## src/rtl/alarm_icon_overlay.sv

```systemverilog
// Alarm icon overlay: draws a scaled glyph strip from the font ROM and
// blinks/dims it according to a ringing/silenced alarm state machine.
module alarm_icon_overlay #(
  parameter int unsigned X0             = 576,
  parameter int unsigned Y0             = 320,
  parameter int unsigned N_GLYPH        = 2,
  parameter int unsigned SCALE_LOG2     = 2,
  parameter logic [6:0]  GLYPH_BASE     = 7'd6,
  parameter logic [11:0] FG_COLOR       = 12'hF00,
  parameter logic [11:0] BG_COLOR       = 12'h000,
  parameter logic [11:0] DIM_COLOR      = 12'h444,
  parameter int unsigned BLINK_FRAMES   = 15,
  parameter int unsigned TIMEOUT_FRAMES = 1800
) (
  input  logic        clk,
  input  logic        reset,
  input  logic        alarm_req,
  input  logic        enable,
  input  logic        ack,
  input  logic        frame_tick,
  input  logic        video_on,
  input  logic [9:0]  pix_x,
  input  logic [9:0]  pix_y,
  output logic [10:0] rom_addr,
  input  logic [7:0]  rom_data,
  output logic [11:0] rgb_out,
  output logic        ringing
);

  localparam int unsigned CW         = 12;
  localparam int unsigned S          = 1 << SCALE_LOG2;
  localparam int unsigned ICON_W     = 8 * N_GLYPH * S;
  localparam int unsigned ICON_H     = 16 * S;
  localparam int unsigned BW         = (BLINK_FRAMES > 1) ? $clog2(BLINK_FRAMES) : 1;
  localparam int unsigned RW         = (TIMEOUT_FRAMES > 0) ? $clog2(TIMEOUT_FRAMES + 1) : 1;
  localparam int unsigned BLINK_LAST = BLINK_FRAMES - 1;
  localparam int unsigned RING_LAST  = (TIMEOUT_FRAMES > 0) ? TIMEOUT_FRAMES - 1 : 0;

  typedef enum logic [1:0] {IDLE, RINGING, SILENCED} state_t;

  state_t          state_q, state_d;
  logic [BW-1:0]   blink_cnt_q, blink_cnt_d;
  logic [RW-1:0]   ring_cnt_q, ring_cnt_d;
  logic            phase_q, phase_d;

  logic [CW-1:0]   px_c, py_c, dx_c, dy_c;
  logic            in_c;
  logic [1:0]      glyph_c;
  logic [2:0]      col_c;
  logic [3:0]      row_c;
  logic [6:0]      code_c;
  logic [2:0]      col_s1, col_s2;
  logic            in_s1, in_s2, vid_s1, vid_s2;
  logic            pix_bit_c, timeout_c;
  logic [11:0]     rgb_c;

  // Region test and glyph/column/row decode of the incoming pixel
  always_comb begin
    px_c    = CW'(pix_x);
    py_c    = CW'(pix_y);
    dx_c    = px_c - CW'(X0);
    dy_c    = py_c - CW'(Y0);
    in_c    = (px_c >= CW'(X0)) && (px_c < CW'(X0 + ICON_W)) &&
              (py_c >= CW'(Y0)) && (py_c < CW'(Y0 + ICON_H));
    glyph_c = 2'(dx_c >> (3 + SCALE_LOG2));
    col_c   = 3'(dx_c >> SCALE_LOG2);
    row_c   = 4'(dy_c >> SCALE_LOG2);
    code_c  = GLYPH_BASE + 7'(glyph_c);
  end

  // Colour selection once the ROM row lines up with the delayed pixel
  always_comb begin
    pix_bit_c = rom_data[3'd7 - col_s2];
    rgb_c     = '0;
    if (vid_s2 && in_s2) begin
      case (state_q)
        RINGING:  if (phase_q) rgb_c = pix_bit_c ? FG_COLOR : BG_COLOR;
        SILENCED: rgb_c = pix_bit_c ? DIM_COLOR : BG_COLOR;
        default:  rgb_c = '0;
      endcase
    end
  end

  // Three-stage pixel pipeline: ROM address, ROM wait, colour
  always_ff @(posedge clk) begin
    if (reset) begin
      rom_addr <= '0;
      col_s1   <= '0;
      col_s2   <= '0;
      in_s1    <= 1'b0;
      in_s2    <= 1'b0;
      vid_s1   <= 1'b0;
      vid_s2   <= 1'b0;
      rgb_out  <= '0;
    end else begin
      rom_addr <= in_c ? {code_c, row_c} : '0;
      col_s1   <= col_c;
      in_s1    <= in_c;
      vid_s1   <= video_on;
      col_s2   <= col_s1;
      in_s2    <= in_s1;
      vid_s2   <= vid_s1;
      rgb_out  <= rgb_c;
    end
  end

  // Alarm state and frame counters
  always_ff @(posedge clk) begin
    if (reset) begin
      state_q     <= IDLE;
      blink_cnt_q <= '0;
      ring_cnt_q  <= '0;
      phase_q     <= 1'b1;
      ringing     <= 1'b0;
    end else begin
      state_q     <= state_d;
      blink_cnt_q <= blink_cnt_d;
      ring_cnt_q  <= ring_cnt_d;
      phase_q     <= phase_d;
      ringing     <= (state_d == RINGING);
    end
  end

  always_comb begin
    state_d     = state_q;
    blink_cnt_d = blink_cnt_q;
    ring_cnt_d  = ring_cnt_q;
    phase_d     = phase_q;
    timeout_c   = (TIMEOUT_FRAMES != 0) && frame_tick && (ring_cnt_q == RW'(RING_LAST));
    case (state_q)
      IDLE: begin
        if (alarm_req && enable) begin
          state_d     = RINGING;
          blink_cnt_d = '0;
          ring_cnt_d  = '0;
          phase_d     = 1'b1;
        end
      end
      RINGING: begin
        if (!alarm_req || !enable) begin
          state_d = IDLE;
        end else if (ack || timeout_c) begin
          state_d = SILENCED;
        end else if (frame_tick) begin
          if (blink_cnt_q == BW'(BLINK_LAST)) begin
            blink_cnt_d = '0;
            phase_d     = !phase_q;
          end else begin
            blink_cnt_d = blink_cnt_q + BW'(1);
          end
          // Saturating so a disabled or very long timeout never wraps
          if (ring_cnt_q != RW'(TIMEOUT_FRAMES)) ring_cnt_d = ring_cnt_q + RW'(1);
        end
      end
      SILENCED: begin
        if (!alarm_req) state_d = IDLE;
      end
      default: state_d = IDLE;
    endcase
  end

endmodule

```

## config.mk

```make
export PLATFORM = sky130hd
export DESIGN_NAME = alarm_icon_overlay
export DESIGN_NICKNAME = d
export VERILOG_FILES = /design/src/rtl/alarm_icon_overlay.sv
export SDC_FILE = /design/constraint.sdc
export NUM_CORES = 1
export LEC_CHECK = 0
export CAP_MARGIN = 20
export CORE_ASPECT_RATIO = 2
export CORE_MARGIN = 3
export CORE_UTILIZATION = 47
export CTS_CLUSTER_DIAMETER = 120
export DETAILED_ROUTE_END_ITERATION = 16
export PLACE_DENSITY = 0.8
export SLEW_MARGIN = 10
export SYNTH_ARGS = -nofsm -noshare
export SYNTH_HDL_FRONTEND = slang
export SYNTH_SLANG_ARGS = --single-unit
```

## constraint.sdc

```tcl
create_clock -name clk -period 2.1 [get_ports clk]
set_input_delay 0.315 -clock clk [delete_from_list [all_inputs] [get_ports clk]]
set_output_delay 0.315 -clock clk [all_outputs]
set_load 0.02 [all_outputs]
```

* Word level (Yosys, flattened, before mapping)
Index checks and enable logic that the tools add are counted.
** Word-level totals
- Register bits after elaboration :: 52
- Input bits :: 35
- Output and inout port bits :: 24
- Word-level logic and storage cells :: 85
** Operators by class
- Add/subtract/negate cells :: 6
- Magnitude comparators :: 5
- Equality and inequality tests :: 12
- Mux-type cells :: 29
- Bitwise gates (word level) :: 2
- Reductions and logical operators :: 18
** Operator list (count)
- $mux W11 :: 6
- $mux W12 :: 2
- $pmux W12 S2 :: 1
- $pmux W11 S2 :: 1
- $mux W4 :: 5
- $ne A2 B2 Y1 const B :: 6
- $reduce_and A6 Y1 :: 2
- $add A11 B1 Y11 const B :: 1
- $eq A11 B11 Y1 const B :: 1
- $ne A11 B11 Y1 const B :: 1
- $ge A10 B10 Y1 const B :: 1
- $ge A10 B9 Y1 const B :: 1
- $lt A10 B10 Y1 const B :: 1
- $lt A10 B9 Y1 const B :: 1
- $mux W2 :: 4
- $pmux W4 S2 :: 1
- $sub A7 B7 Y7 const B :: 1
- $logic_and A1 B1 Y1 :: 6
- $mux W1 :: 6
- $pmux W2 S3 :: 1
- $sub A6 B1 Y6 const B :: 1
- $reduce_and A5 Y1 :: 1
- $add A3 B2 Y4 const A :: 1
- $add A4 B1 Y4 const B :: 1
- other kinds (13) :: 19

* Longest topological paths before layout
Gate-level depths: netlist (run 1).
- Word-level depth :: 7
- Gate-level depth with buffers :: 8
- Mapped depth without buffers :: 6

* Worst setup path before layout (run 1)
No wires, ideal clock.
- Kind :: flip-flop to flip-flop
- Start point :: register ring_cnt_q[4]
- End point :: register phase_q
- Library setup time :: 0.124 ns
- Data arrival time :: 1.748 ns
- Required time :: 1.976 ns
- Setup slack :: 0.228 ns
- Stages on the path, launching flop included :: 7
- Path buffers :: 2
- Clock period less this slack :: 1.872 ns
- Path through :: dfxtp_1 or4b_1 buf_2 or3_1 buf_2 a311oi_2 a31oi_1
** Between the ends
- Word-level cells in the longest chain between the ends :: 5
** Ends and longest elaborated chain
- start, declared :: RTL line 43 : logic [RW-1:0] ring_cnt_q, ring_cnt_d;
- start signal, assigned :: RTL line 118 : ring_cnt_q <= ring_cnt_d;
- $eq A11 B11 Y1 :: RTL line 129 : timeout_c = (TIMEOUT_FRAMES != 0) && frame_tick && (ring_cnt_q == RW'(RING_LAST));
- $logic_and A1 B1 Y1 :: RTL line 129
- $logic_or A1 B1 Y1 :: RTL line 142 : end else if (ack || timeout_c) begin
- $ne A2 B2 Y1 (no line)
- $reduce_and A6 Y1 (no line)
- end signal, assigned :: RTL line 119 : phase_q <= phase_d;
- end, declared :: RTL line 44 : logic phase_q, phase_d;
Every way passes these cells.
A chain may end at the register's enable or synchronous reset.

* Worst setup path after layout (run 1)
- Start point :: register state_q[0]
- End point :: register blink_cnt_q[1]
** Between the ends
- Word-level cells in the longest chain between the ends :: 3
- Elaborated cells on any way between the ends :: 9
- Classes of those cells :: eq/ne (5); mux (1); reduce/logical (3)
** Ends and longest elaborated chain
- start, declared :: RTL line 41 : state_t state_q, state_d;
- start signal, assigned :: RTL line 116 : state_q <= state_d;
- $eq A2 B1 Y1 / $logic_not A2 Y1 (equally long branches) :: RTL line 130 : case (state_q)
- $ne A2 B2 Y1 (no line) / $reduce_bool A2 Y1 (equally long branches)
- $reduce_and A5 Y1 (no line)
- end signal, assigned :: RTL line 117 : blink_cnt_q <= blink_cnt_d;
- end, declared :: RTL line 42 : logic [BW-1:0] blink_cnt_q, blink_cnt_d;
Several ways; a longest one is shown, not always the timed one.

==> results of run 1 <==
-- critical path, stage by stage, from the launching register on --
cell and delay [ps]:
sky130_fd_sc_hd__dfxtp_1 370, sky130_fd_sc_hd__inv_1 90, sky130_fd_sc_hd__ha_1 250, sky130_fd_sc_hd__nor2b_1 200, sky130_fd_sc_hd__o21bai_1 150, sky130_fd_sc_hd__buf_4 180, sky130_fd_sc_hd__or4_1 500, sky130_fd_sc_hd__a21oi_1 160
-- placed cells by master (no fill, tap or decap), types with 8 or more instances in the layout --
cell | synthesis | routed
sky130_fd_sc_hd__clkdlybuf4s50_1 | 0 | 45
sky130_fd_sc_hd__dfxtp_1 | 39 | 39
sky130_fd_sc_hd__buf_4 | 13 | 16
sky130_fd_sc_hd__nor3_1 | 14 | 13
sky130_fd_sc_hd__nand3_1 | 12 | 12
sky130_fd_sc_hd__nor2b_1 | 10 | 10
sky130_fd_sc_hd__nand2_1 | 10 | 10
sky130_fd_sc_hd__conb_1 | 1 | 10
sky130_fd_sc_hd__a32o_1 | 9 | 9
sky130_fd_sc_hd__inv_1 | 8 | 8
sky130_fd_sc_hd__o21ai_0 | 8 | 8
-- kinds of logic (layout without fill, tap and decap cells) --
family / after synthesis / in the layout / synth area share
simple gates: 86 / 86 / 0.252
compound gates: 43 / 43 / 0.163
buf+inv: 32 / 77 / 0.103
fa+ha+maj: 8 / 8 / 0.0514
mux: 3 / 3 / 0.0283
other cells: 1 / 10 / 0.00192
flops: 39 / 39 / 0.401
-- cell type report --
class	count	area, um2	area share
well taps	51	63.8	0.0249
repair buffers	61	571	0.222
multi-input cells	150	1010	0.393
inverters	8	30.0	0.0117
clock buffers	5	68.8	0.0268
clock inverters	3	43.8	0.0171
flip-flops and latches	39	781	0.304
-- worst max-delay path by stage --
stage	start	to	slack, ps	cells past startpoint
final	state_q[0]	blink_cnt_q[1]	130	7
after global routing	state_q[0]	blink_cnt_q[1]	30	7
after CTS	state_q[0]	blink_cnt_q[1]	70	6
after detailed placement	ack	ring_cnt_q[6]	-10	5
after global placement	ack	ring_cnt_q[5]	10	5
after floorplan	ring_cnt_q[4]	phase_q	230	6
-- layer usage --
layer	global-route usage	vias to the layer above	wire [um]
met4	0.105	0	130
met5	0	-	0
met3	0.0369	13	174
met1	0.192	840	1640
li1	-	876	-
met2	0.385	51	2730
-- where the power goes --
group,total (mW),internal [mW],leakage (nW),switching [mW]
registers,0.759,0.752,0.317,0.00708
logic,0.201,0.103,0.535,0.0978
clock network,0.621,0.353,0.0581,0.267
-- what timing repair did --
action	in CTS	in global routing
resized for setup	1	1
setup endpoints to repair	6	1
endpoints found under the hold margin	0	0
-- flip-flops by register name (all words and copies together) (netlist names) --
register,cells
in_s1,1
rgb_out,3
col_s2,3
phase_q,1
ring_cnt_q,11
in_s2,1
vid_s2,1
state_q,2
vid_s1,1
col_s1,3
blink_cnt_q,4
rom_addr,7
ringing,1
-- metrics by stage --
stage | setup slack [ps] | util
final | 125 | 0.654
after global routing | 29.5 | 0.654
after CTS | 72.6 | 0.653
after detailed placement | -10.5 | 0.623
after global placement | 13.9 | 0.623
after floorplan | 228 | -
==> load_flow_metrics.sql, run 1 <==
INSERT INTO impl_metrics (metric_group, metric, value, unit) VALUES
('drt', 'drt_pass1_iterations', '4', ''),
('drt', 'drc', '0', ''),
('hold_path', 'hold_path_startpoint', 'col_s1[2]', ''),
('die', 'die-area', '5000', 'um2'),
('sta', 'period_share', '0.940', ''),
('worst_setup_path', 'worstSetupEndpointType', 'register', ''),
('drt', 'routed_len_inst', '14.7', 'um'),
('clocking', 'clkTransAtPathRegs', '80', 'ps'),
('logic_synthesis', 'synth.cells.most_frequent', 'sky130_fd_sc_hd__dfxtp_1, sky130_fd_sc_hd__nor3_1, sky130_fd_sc_hd__buf_4', ''),
('outcome', 'status', 'finished clean', ''),
('global_routing', 'grt_usage', '0.203', ''),
('die', 'start_util', '0.496', ''),
('drt', 'detailroute.via_count', '1780', ''),
('place', 'hpwlAfterDp', '3560', 'um'),
('logic_synthesis', 'postSynthCellCount', '212', ''),
('sta', 'report.final.setup_viol', '0', ''),
('place', 'dpl.cell_count', '309', ''),
('sta', 'timing_limited_maximum_frequency', '506', 'MHz'),
('sta', 'max_slew_violation_count', '0', ''),
('clocking', 'cts_num_sinks', '39', ''),
('job', 'max-cap-violations', '0', ''),
('die', 'die_w', '51.5', 'um'),
('place', 'postPlaceCellArea', '2450', 'um2'),
('clocking', 'post_cts_setup_buffer_count', '0', ''),
('logic_synthesis', 'netlist-cell-type-count', '42', ''),
('logic_synthesis', 'yosys.area.top_type_share', '0.401', ''),
('sta', 'fin_worst_hold_slack', '447', 'ps'),
('logic_synthesis', 'synth_sequential_area_ratio', '0.401', ''),
('clocking', 'cts_tree', 'yes', ''),
('sta', 'period_minus_slack', '1970', 'ps'),
('global_routing', 'grt_max_degree', '28', ''),
('clocking', 'clk-insertion-delay-late', '290', 'ps'),
('worst_setup_path', 'r2r_end', 'blink_cnt_q[1]', ''),
('drt', 'antenna_violating_nets_post_route', '0', ''),
('worst_setup_path', 'cp_data_required_time', '2320', 'ps'),
('logic_synthesis', 'synth-async-reset-ratio', '0', ''),
('global_routing', 'first_global_vias', '1820', ''),
('power', 'totalPowerFinal', '1.58', 'mW'),
('place', 'gp_routability_congestion', '0.873', ''),
('logic_synthesis', 'number_of_enable_type_register_cells_in_the_synthesized_netlist', '0', ''),
('place', 'port_buffers', '45', ''),
('hold_path', 'holdPathStages', '1', ''),
('worst_setup_path', 'worst_setup_path_start_kind', 'register', ''),
('finish', 'final_design_area_no_fill', '2570', 'um2'),
('worst_setup_path', 'rrSetupSlack', '130', 'ps'),
('die', 'num_rows', '32', ''),
('power', 'ir_worst_vdd', '0.496', 'mV'),
('sta', 'skew', '6.23', 'ps'),
('drt', 'drt-total-wl', '4670', 'um'),
('sta', 'worst_slew_pin_tran', '526', 'ps'),
('hold_path', 'min_path_type', 'register to register', ''),
('logic_synthesis', 'yosysMostFrequentCell', 'sky130_fd_sc_hd__dfxtp_1', ''),
('sta', 'setup_repair_after_global_routing_missed_its_margin', 'false', ''),
('finish', 'n_antenna_cell', '0', ''),
('logic_synthesis', 'syn-cell-area', '1950', 'um2'),
('logic_synthesis', 'flops_latches_synth', '39', ''),
('clocking', 'holdBufCountCts', '0', ''),
('sta', 'report.final.hold_viol_count', '0', ''),
('logic_synthesis', 'average_footprint_of_a_synthesized_cell', '9.19', 'um2'),
('logic_synthesis', 'synth_largest_area_cell', 'sky130_fd_sc_hd__dfxtp_1', ''),
('worst_setup_path', 'timing.rr.start', 'state_q[0]', ''),
('die', 'core_region_area', '3920', 'um2'),
('clocking', 'clock-root-buffer', 'sky130_fd_sc_hd__clkbuf_8', ''),
('logic_synthesis', 'dominant_register_cell_in_the_synthesized_netlist', 'sky130_fd_sc_hd__dfxtp_1', ''),
('power', 'power_per_cell_area', '616', 'nW/um2'),
('logic_synthesis', 'synth_area_leaders', 'sky130_fd_sc_hd__dfxtp_1, sky130_fd_sc_hd__ha_1, sky130_fd_sc_hd__buf_4, sky130_fd_sc_hd__a32o_1, sky130_fd_sc_hd__nor3_1', ''),
('global_routing', 'grt_antenna_before_repair', '0', ''),
('power', 'static-leakage-power', '0.910', 'nW'),
('worst_setup_path', 'worst-path-max-fanout', '5', ''),
('global_routing', 'grt.overflow.total', '0', ''),
('worst_setup_path', 'worst_r2r_path_depth', '7', '');
(Power assumes the default switching activity.)
==> run 2, diff against run 1 <==
CORE_UTILIZATION = 50   (was 47)
HOLD_SLACK_MARGIN = 0.1   (was default)
PLACE_DENSITY = 0.84   (was 0.8)
clock period = 2.53 ns   (was 2.1 ns; I/O delays follow)
==> load_flow_metrics.sql, run 2 (same netlist as run 1, synthesis figures left out) <==
INSERT INTO impl_metrics (metric_group, metric, value, unit) VALUES
('worst_setup_path', 'worstSetupEndpointType', 'register', ''),
('die', 'die_w', '50.1', 'um'),
('outcome', 'status', 'finished clean', ''),
('drt', 'antenna_violating_nets_post_route', '0', ''),
('clocking', 'htree_num_levels', '2', ''),
('clocking', 'cts_num_sinks', '39', ''),
('sta', 'fin_setup_tns', '0', 'ps'),
('place', 'port_buffers', '45', ''),
('die', 'core_region_area', '3680', 'um2'),
('global_routing', 'first_global_vias', '1644', ''),
('place', 'gp_routability_congestion', '0.847', ''),
('worst_setup_path', 'criticalPathCategory', 'register to register', ''),
('finish', 'area.growth.synth_to_final', '26.5', '%'),
('global_routing', 'grt_antenna_before_repair', '0', ''),
('sta', 'timing_limited_maximum_frequency', '483', 'MHz'),
('clocking', 'post_cts_setup_buffer_count', '0', ''),
('die', 'die_y', '94.3', 'um'),
('hold_path', 'min_path_type', 'register to register', ''),
('worst_setup_path', 'critical_path_arrival', '2300', 'ps'),
('sta', 'period_minus_slack', '2070', 'ps'),
('drt', 'dr.first_iter.drc_count', '49', ''),
('finish', 'drive_gt1_frac', '0.0778', ''),
('die', 'num_rows', '31', ''),
('power', 'static-leakage-power', '0.848', 'nW'),
('place', 'hpwlAfterDp', '3440', 'um'),
('worst_setup_path', 'worst_setup_path_start_kind', 'register', ''),
('finish', 'reg.largest.list', 'ring_cnt_q: 11 flops, rom_addr: 7 flops, blink_cnt_q: 4 flops', ''),
('drt', 'drc', '0', ''),
('die', 'die-area', '4730', 'um2'),
('clocking', 'clkTransAtPathRegs', '80', 'ps'),
('die', 'start_util', '0.529', ''),
('clocking', 'cts-buffers-inserted', '5', ''),
('sta', 'report.final.setup_viol', '0', ''),
('place', 'postPlaceCellArea', '2380', 'um2'),
('sta', 'report.final.hold_viol_count', '0', ''),
('clocking', 'holdBufCountCts', '0', ''),
('sta', 'skew', '4.44', 'ps'),
('finish', 'final_design_area_no_fill', '2460', 'um2'),
('finish', 'final_cell_mix', 'sky130_fd_sc_hd__clkdlybuf4s50_1, sky130_fd_sc_hd__dfxtp_1, sky130_fd_sc_hd__nor3_1', ''),
('finish', 'registers.top_by_ff_count', 'ring_cnt_q', ''),
('worst_setup_path', 'cp_data_required_time', '2760', 'ps'),
('global_routing', 'grt_pass1_wl', '7220', 'um'),
('global_routing', 'grt_usage', '0.201', ''),
('drt', 'routed_len_inst', '14.9', 'um'),
('finish', 'largest_register_ff_count', '11', ''),
('clocking', 'clock-root-buffer', 'sky130_fd_sc_hd__clkbuf_8', ''),
('global_routing', 'grt_max_degree', '19', ''),
('clocking', 'post_cts.resized_instances', '0', ''),
('global_routing', 'grt.overflow.total', '0', ''),
('die', 'num_io_pins', '59', ''),
('worst_setup_path', 'critical-path-slowest-cell', 'sky130_fd_sc_hd__or4_1', ''),
('sta', 'max_slew_violation_count', '0', ''),
('worst_setup_path', 'cp_slowest_stage_delay', '490', 'ps'),
('worst_setup_path', 'cp_cell_sequence', 'inv_1, ha_1, nor2b_1, o21bai_1, buf_4, or4_1, a21oi_1', ''),
('finish', 'finish.net_count', '299', ''),
('sta', 'period_share', '0.818', ''),
('drt', 'drt_pass1_iterations', '4', ''),
('drt', 'drt-total-wl', '4550', 'um'),
('drt', 'detailroute.via_count', '1755', ''),
('power', 'ir_worst_vdd', '0.465', 'mV'),
('finish', 'n_antenna_cell', '0', ''),
('job', 'max-cap-violations', '0', ''),
('drt', 'post_drt_via_cell_ratio', '5.74', ''),
('worst_setup_path', 'worst-path-max-fanout', '10', ''),
('clocking', 'cts_tree', 'yes', ''),
('clocking', 'clk-insertion-delay-late', '290', 'ps'),
('finish', 'layout.cells.most_common', 'sky130_fd_sc_hd__clkdlybuf4s50_1', ''),
('sta', 'setup_repair_after_global_routing_missed_its_margin', 'false', ''),
('clocking', 'max-clock-path-buffers', '2', ''),
('power', 'totalPowerFinal', '1.20', 'mW'),
('power', 'power_per_cell_area', '486', 'nW/um2');
run 2: changes by cell type in the layout (fill, tap and decap cells not counted), sizes merged:
cell	before	now
buf	16	7
clkinvlp	0	2
bufinv	1	0
clkinv	2	1
run 2: routing by layer:
metal / vias up / track usage / routed length [um] / share of wire
met5: - / 0 / 0 / 0
met4: 0 / 0.109 / 79 / 0.017
li1: 855 / - / - / -
met2: 50 / 0.383 / 2710 / 0.60
met3: 6 / 0.0413 / 212 / 0.047
met1: 844 / 0.191 / 1540 / 0.34
run 2: cell type report:
class	count	area (um2)
Clock buffer	5	68.8
Multi-Input combinational cell	150	1000
Sequential cell	39	781
Fill cell	307	1220
Clock inverter	3	20.0
Inverter	8	30.0
Tap cell	49	61.3
Timing Repair Buffer	52	503
run 2: path summary, 6_finish.rpt:
path	startpoint	to	slack [ps]	cells past startpoint
min reg2reg	in_s1	in_s2	440	1
max reg2reg	state_q[1]	blink_cnt_q[1]	460	7
min	in_s1	in_s2	440	1
max	state_q[1]	blink_cnt_q[1]	460	7
run 2: report_power, final:
part | switching [mW] | internal (mW) | total, mW
registers | 0.00572 | 0.624 | 0.630
clock network | 0.222 | 0.192 | 0.414
logic | 0.0779 | 0.0779 | 0.156
total | 0.306 | 0.893 | 1.20
run 2: worst max-delay path: cells and delay by family, from the launching register on:
kind,cells,cell delay (ps)
compound gates,2,300
buf+inv,2,280
fa+ha+maj,1,310
simple gates,2,680
flops,1,430
run 2: through the flow:
step	hold WS, ps	std cells	util	setup slack [ps]
floorplan	414	221	-	658
CTS	442	306	0.669	461
finish	439	306	0.669	460
global placement	416	298	0.645	371
global route	463	306	0.669	281
detailed placement	424	298	0.645	358
==> run 3, diff against run 2 <==
CORE_UTILIZATION = 47   (was 50)
PLACE_DENSITY = 0.8   (was 0.84)
clock period = 2.16 ns   (was 2.53 ns; I/O delays follow)
==> load_flow_metrics.sql, run 3 (same netlist as run 1, synthesis figures left out) <==
INSERT INTO impl_metrics (metric_group, metric, value, unit) VALUES
('worst_setup_path', 'cp_data_required_time', '2330', 'ps'),
('place', 'postPlaceCellArea', '2430', 'um2'),
('place', 'hpwlAfterDp', '3580', 'um'),
('worst_setup_path', 'worst_setup_path_start_kind', 'register', ''),
('die', 'num_io_pins', '59', ''),
('worst_setup_path', 'worst_r2r_path_depth', '4', ''),
('power', 'totalPowerFinal', '1.42', 'mW'),
('clocking', 'holdBufCountCts', '0', ''),
('sta', 'period_minus_slack', '2020', 'ps'),
('worst_setup_path', 'timing.rr.start', 'ring_cnt_q[4]', ''),
('finish', 'postLayoutCoreUtil', '0.645', ''),
('drt', 'dr.first_iter.drc_count', '62', ''),
('clocking', 'cts_tree', 'yes', ''),
('sta', 'skew', '8.40', 'ps'),
('die', 'core_region_area', '3920', 'um2'),
('finish', 'largest_register_ff_count', '11', ''),
('power', 'static-leakage-power', '0.883', 'nW'),
('clocking', 'clock-root-buffer', 'sky130_fd_sc_hd__clkbuf_8', ''),
('global_routing', 'grt.overflow.total', '0', ''),
('hold_path', 'min_path_type', 'register to register', ''),
('clocking', 'clk-insertion-delay-late', '290', 'ps'),
('sta', 'report.final.setup_viol', '0', ''),
('clocking', 'cts-buffers-inserted', '5', ''),
('global_routing', 'grt_max_degree', '28', ''),
('finish', 'final_cell_mix', 'sky130_fd_sc_hd__clkdlybuf4s50_1, sky130_fd_sc_hd__dfxtp_1, sky130_fd_sc_hd__buf_4', ''),
('finish', 'finish.net_count', '306', ''),
('job', 'max-cap-violations', '0', ''),
('place', 'gp_routability_congestion', '0.964', ''),
('worst_setup_path', 'worst-path-max-fanout', '7', ''),
('worst_setup_path', 'critical_path_arrival', '2190', 'ps'),
('worst_setup_path', 'r2r_end', 'phase_q', ''),
('finish', 'drive_gt1_frac', '0.110', ''),
('drt', 'drt-total-wl', '4720', 'um'),
('drt', 'post_drt_via_cell_ratio', '5.55', ''),
('clocking', 'max-clock-path-buffers', '2', ''),
('clocking', 'clkTransAtPathRegs', '80', 'ps'),
('global_routing', 'first_global_vias', '1773', ''),
('sta', 'setup_repair_after_global_routing_missed_its_margin', 'false', ''),
('sta', 'timing_limited_maximum_frequency', '495', 'MHz'),
('global_routing', 'grt_pass1_wl', '7960', 'um'),
('power', 'power_per_cell_area', '563', 'nW/um2'),
('place', 'port_buffers', '45', ''),
('die', 'die_y', '97.1', 'um'),
('outcome', 'status', 'finished clean', ''),
('finish', 'final_design_area_no_fill', '2530', 'um2'),
('global_routing', 'grt_usage', '0.206', ''),
('die', 'start_util', '0.496', ''),
('finish', 'reg.largest.list', 'ring_cnt_q: 11 flops, rom_addr: 7 flops, blink_cnt_q: 4 flops', ''),
('die', 'die_w', '51.5', 'um'),
('die', 'num_rows', '32', ''),
('sta', 'fin_setup_tns', '0', 'ps'),
('place', 'dpl.cell_count', '307', ''),
('finish', 'n_antenna_cell', '0', ''),
('die', 'die-area', '5000', 'um2'),
('worst_setup_path', 'worstSetupEndpointType', 'register', ''),
('drt', 'detailroute.via_count', '1749', ''),
('clocking', 'htree_num_levels', '2', ''),
('global_routing', 'grt_antenna_before_repair', '0', ''),
('finish', 'layout.cells.most_common', 'sky130_fd_sc_hd__clkdlybuf4s50_1', ''),
('finish', 'registers.top_by_ff_count', 'ring_cnt_q', ''),
('sta', 'period_share', '0.935', ''),
('sta', 'max_slew_violation_count', '0', ''),
('finish', 'area.growth.synth_to_final', '29.9', '%'),
('drt', 'antenna_violating_nets_post_route', '0', ''),
('drt', 'drc', '0', ''),
('hold_path', 'holdPathStages', '1', ''),
('finish', 'layout.cells.non_filler', '315', ''),
('power', 'ir_worst_vdd', '0.499', 'mV'),
('drt', 'routed_len_inst', '15.0', 'um'),
('sta', 'report.final.hold_viol_count', '0', ''),
('worst_setup_path', 'criticalPathCategory', 'register to register', ''),
('hold_path', 'hold-path-endpoint', 'vid_s2', ''),
('hold_path', 'hold_path_startpoint', 'vid_s1', ''),
('worst_setup_path', 'rrSetupSlack', '140', 'ps'),
('clocking', 'cts_num_sinks', '39', ''),
('drt', 'drt_pass1_iterations', '4', '');
[run 3: cell types whose count changed in the layout (fill, tap and decap cells not counted)]
cell	before	now
sky130_fd_sc_hd__a211oi_1	1	0
sky130_fd_sc_hd__nor3_1	14	13
sky130_fd_sc_hd__buf_4	7	14
sky130_fd_sc_hd__nor3_2	0	1
sky130_fd_sc_hd__a211oi_2	0	1
[run 3: layer usage]
metal	GRT usage	up-vias	wire length, um	part of all wire
met5	0	-	0	0
met4	0.0848	0	100	0.021
met3	0.0445	12	209	0.044
met2	0.393	54	2760	0.59
met1	0.200	816	1650	0.35
li1	-	867	-	-
[run 3: through the flow]
stage | worst slack (ps) | hold slack (ps)
floorplan | 288 | 402
global placement | 64.7 | 418
detailed placement | 20.4 | 432
CTS | 135 | 448
global route | 65.7 | 466
finish | 140 | 438
[run 3: report_power, final]
part           switching, mW  internal [mW]  total [mW]  leakage (nW)
clock network          0.266          0.225       0.491        0.0402
logic                 0.0954          0.101       0.196         0.526
registers            0.00652          0.731       0.737         0.317
total                  0.368           1.06        1.42         0.883
[run 3: area by class of cell]
cell class              count  area, um2
fillers                   341       1390
multi-input cells         150       1010
flip-flops and latches     39        781
repair buffers             59        556
clock buffers               5       68.8
well taps                  51       63.8
inverters                   8       30.0
clock inverters             3       20.0
[run 3: how the worst max path moves through the flow]
stage | start | to | slack [ps] | depth (start not counted)
4_1_cts | state_q[0] | ring_cnt_q[3] | 140 | 6
5_1_grt | state_q[0] | phase_q | 70 | 6
3_3_place_gp | ack | ring_cnt_q[8] | 60 | 5
2_1_floorplan | ring_cnt_q[4] | phase_q | 290 | 6
3_5_place_dp | ack | ring_cnt_q[3] | 20 | 5
6_report | ring_cnt_q[4] | phase_q | 140 | 4
[run 3: critical path, cell delays in order, from the launching register on]
cell	delay [ps]
sky130_fd_sc_hd__dfxtp_1	370
sky130_fd_sc_hd__or4b_1	640
sky130_fd_sc_hd__or3_1	540
sky130_fd_sc_hd__a311oi_2	290
sky130_fd_sc_hd__a31oi_1	70
[run 3: timing repair]
action | CTS | global route
buffers inserted | 0 | 0
gates resized for setup | 0 | 2
endpoints found under the setup margin | 0 | 6
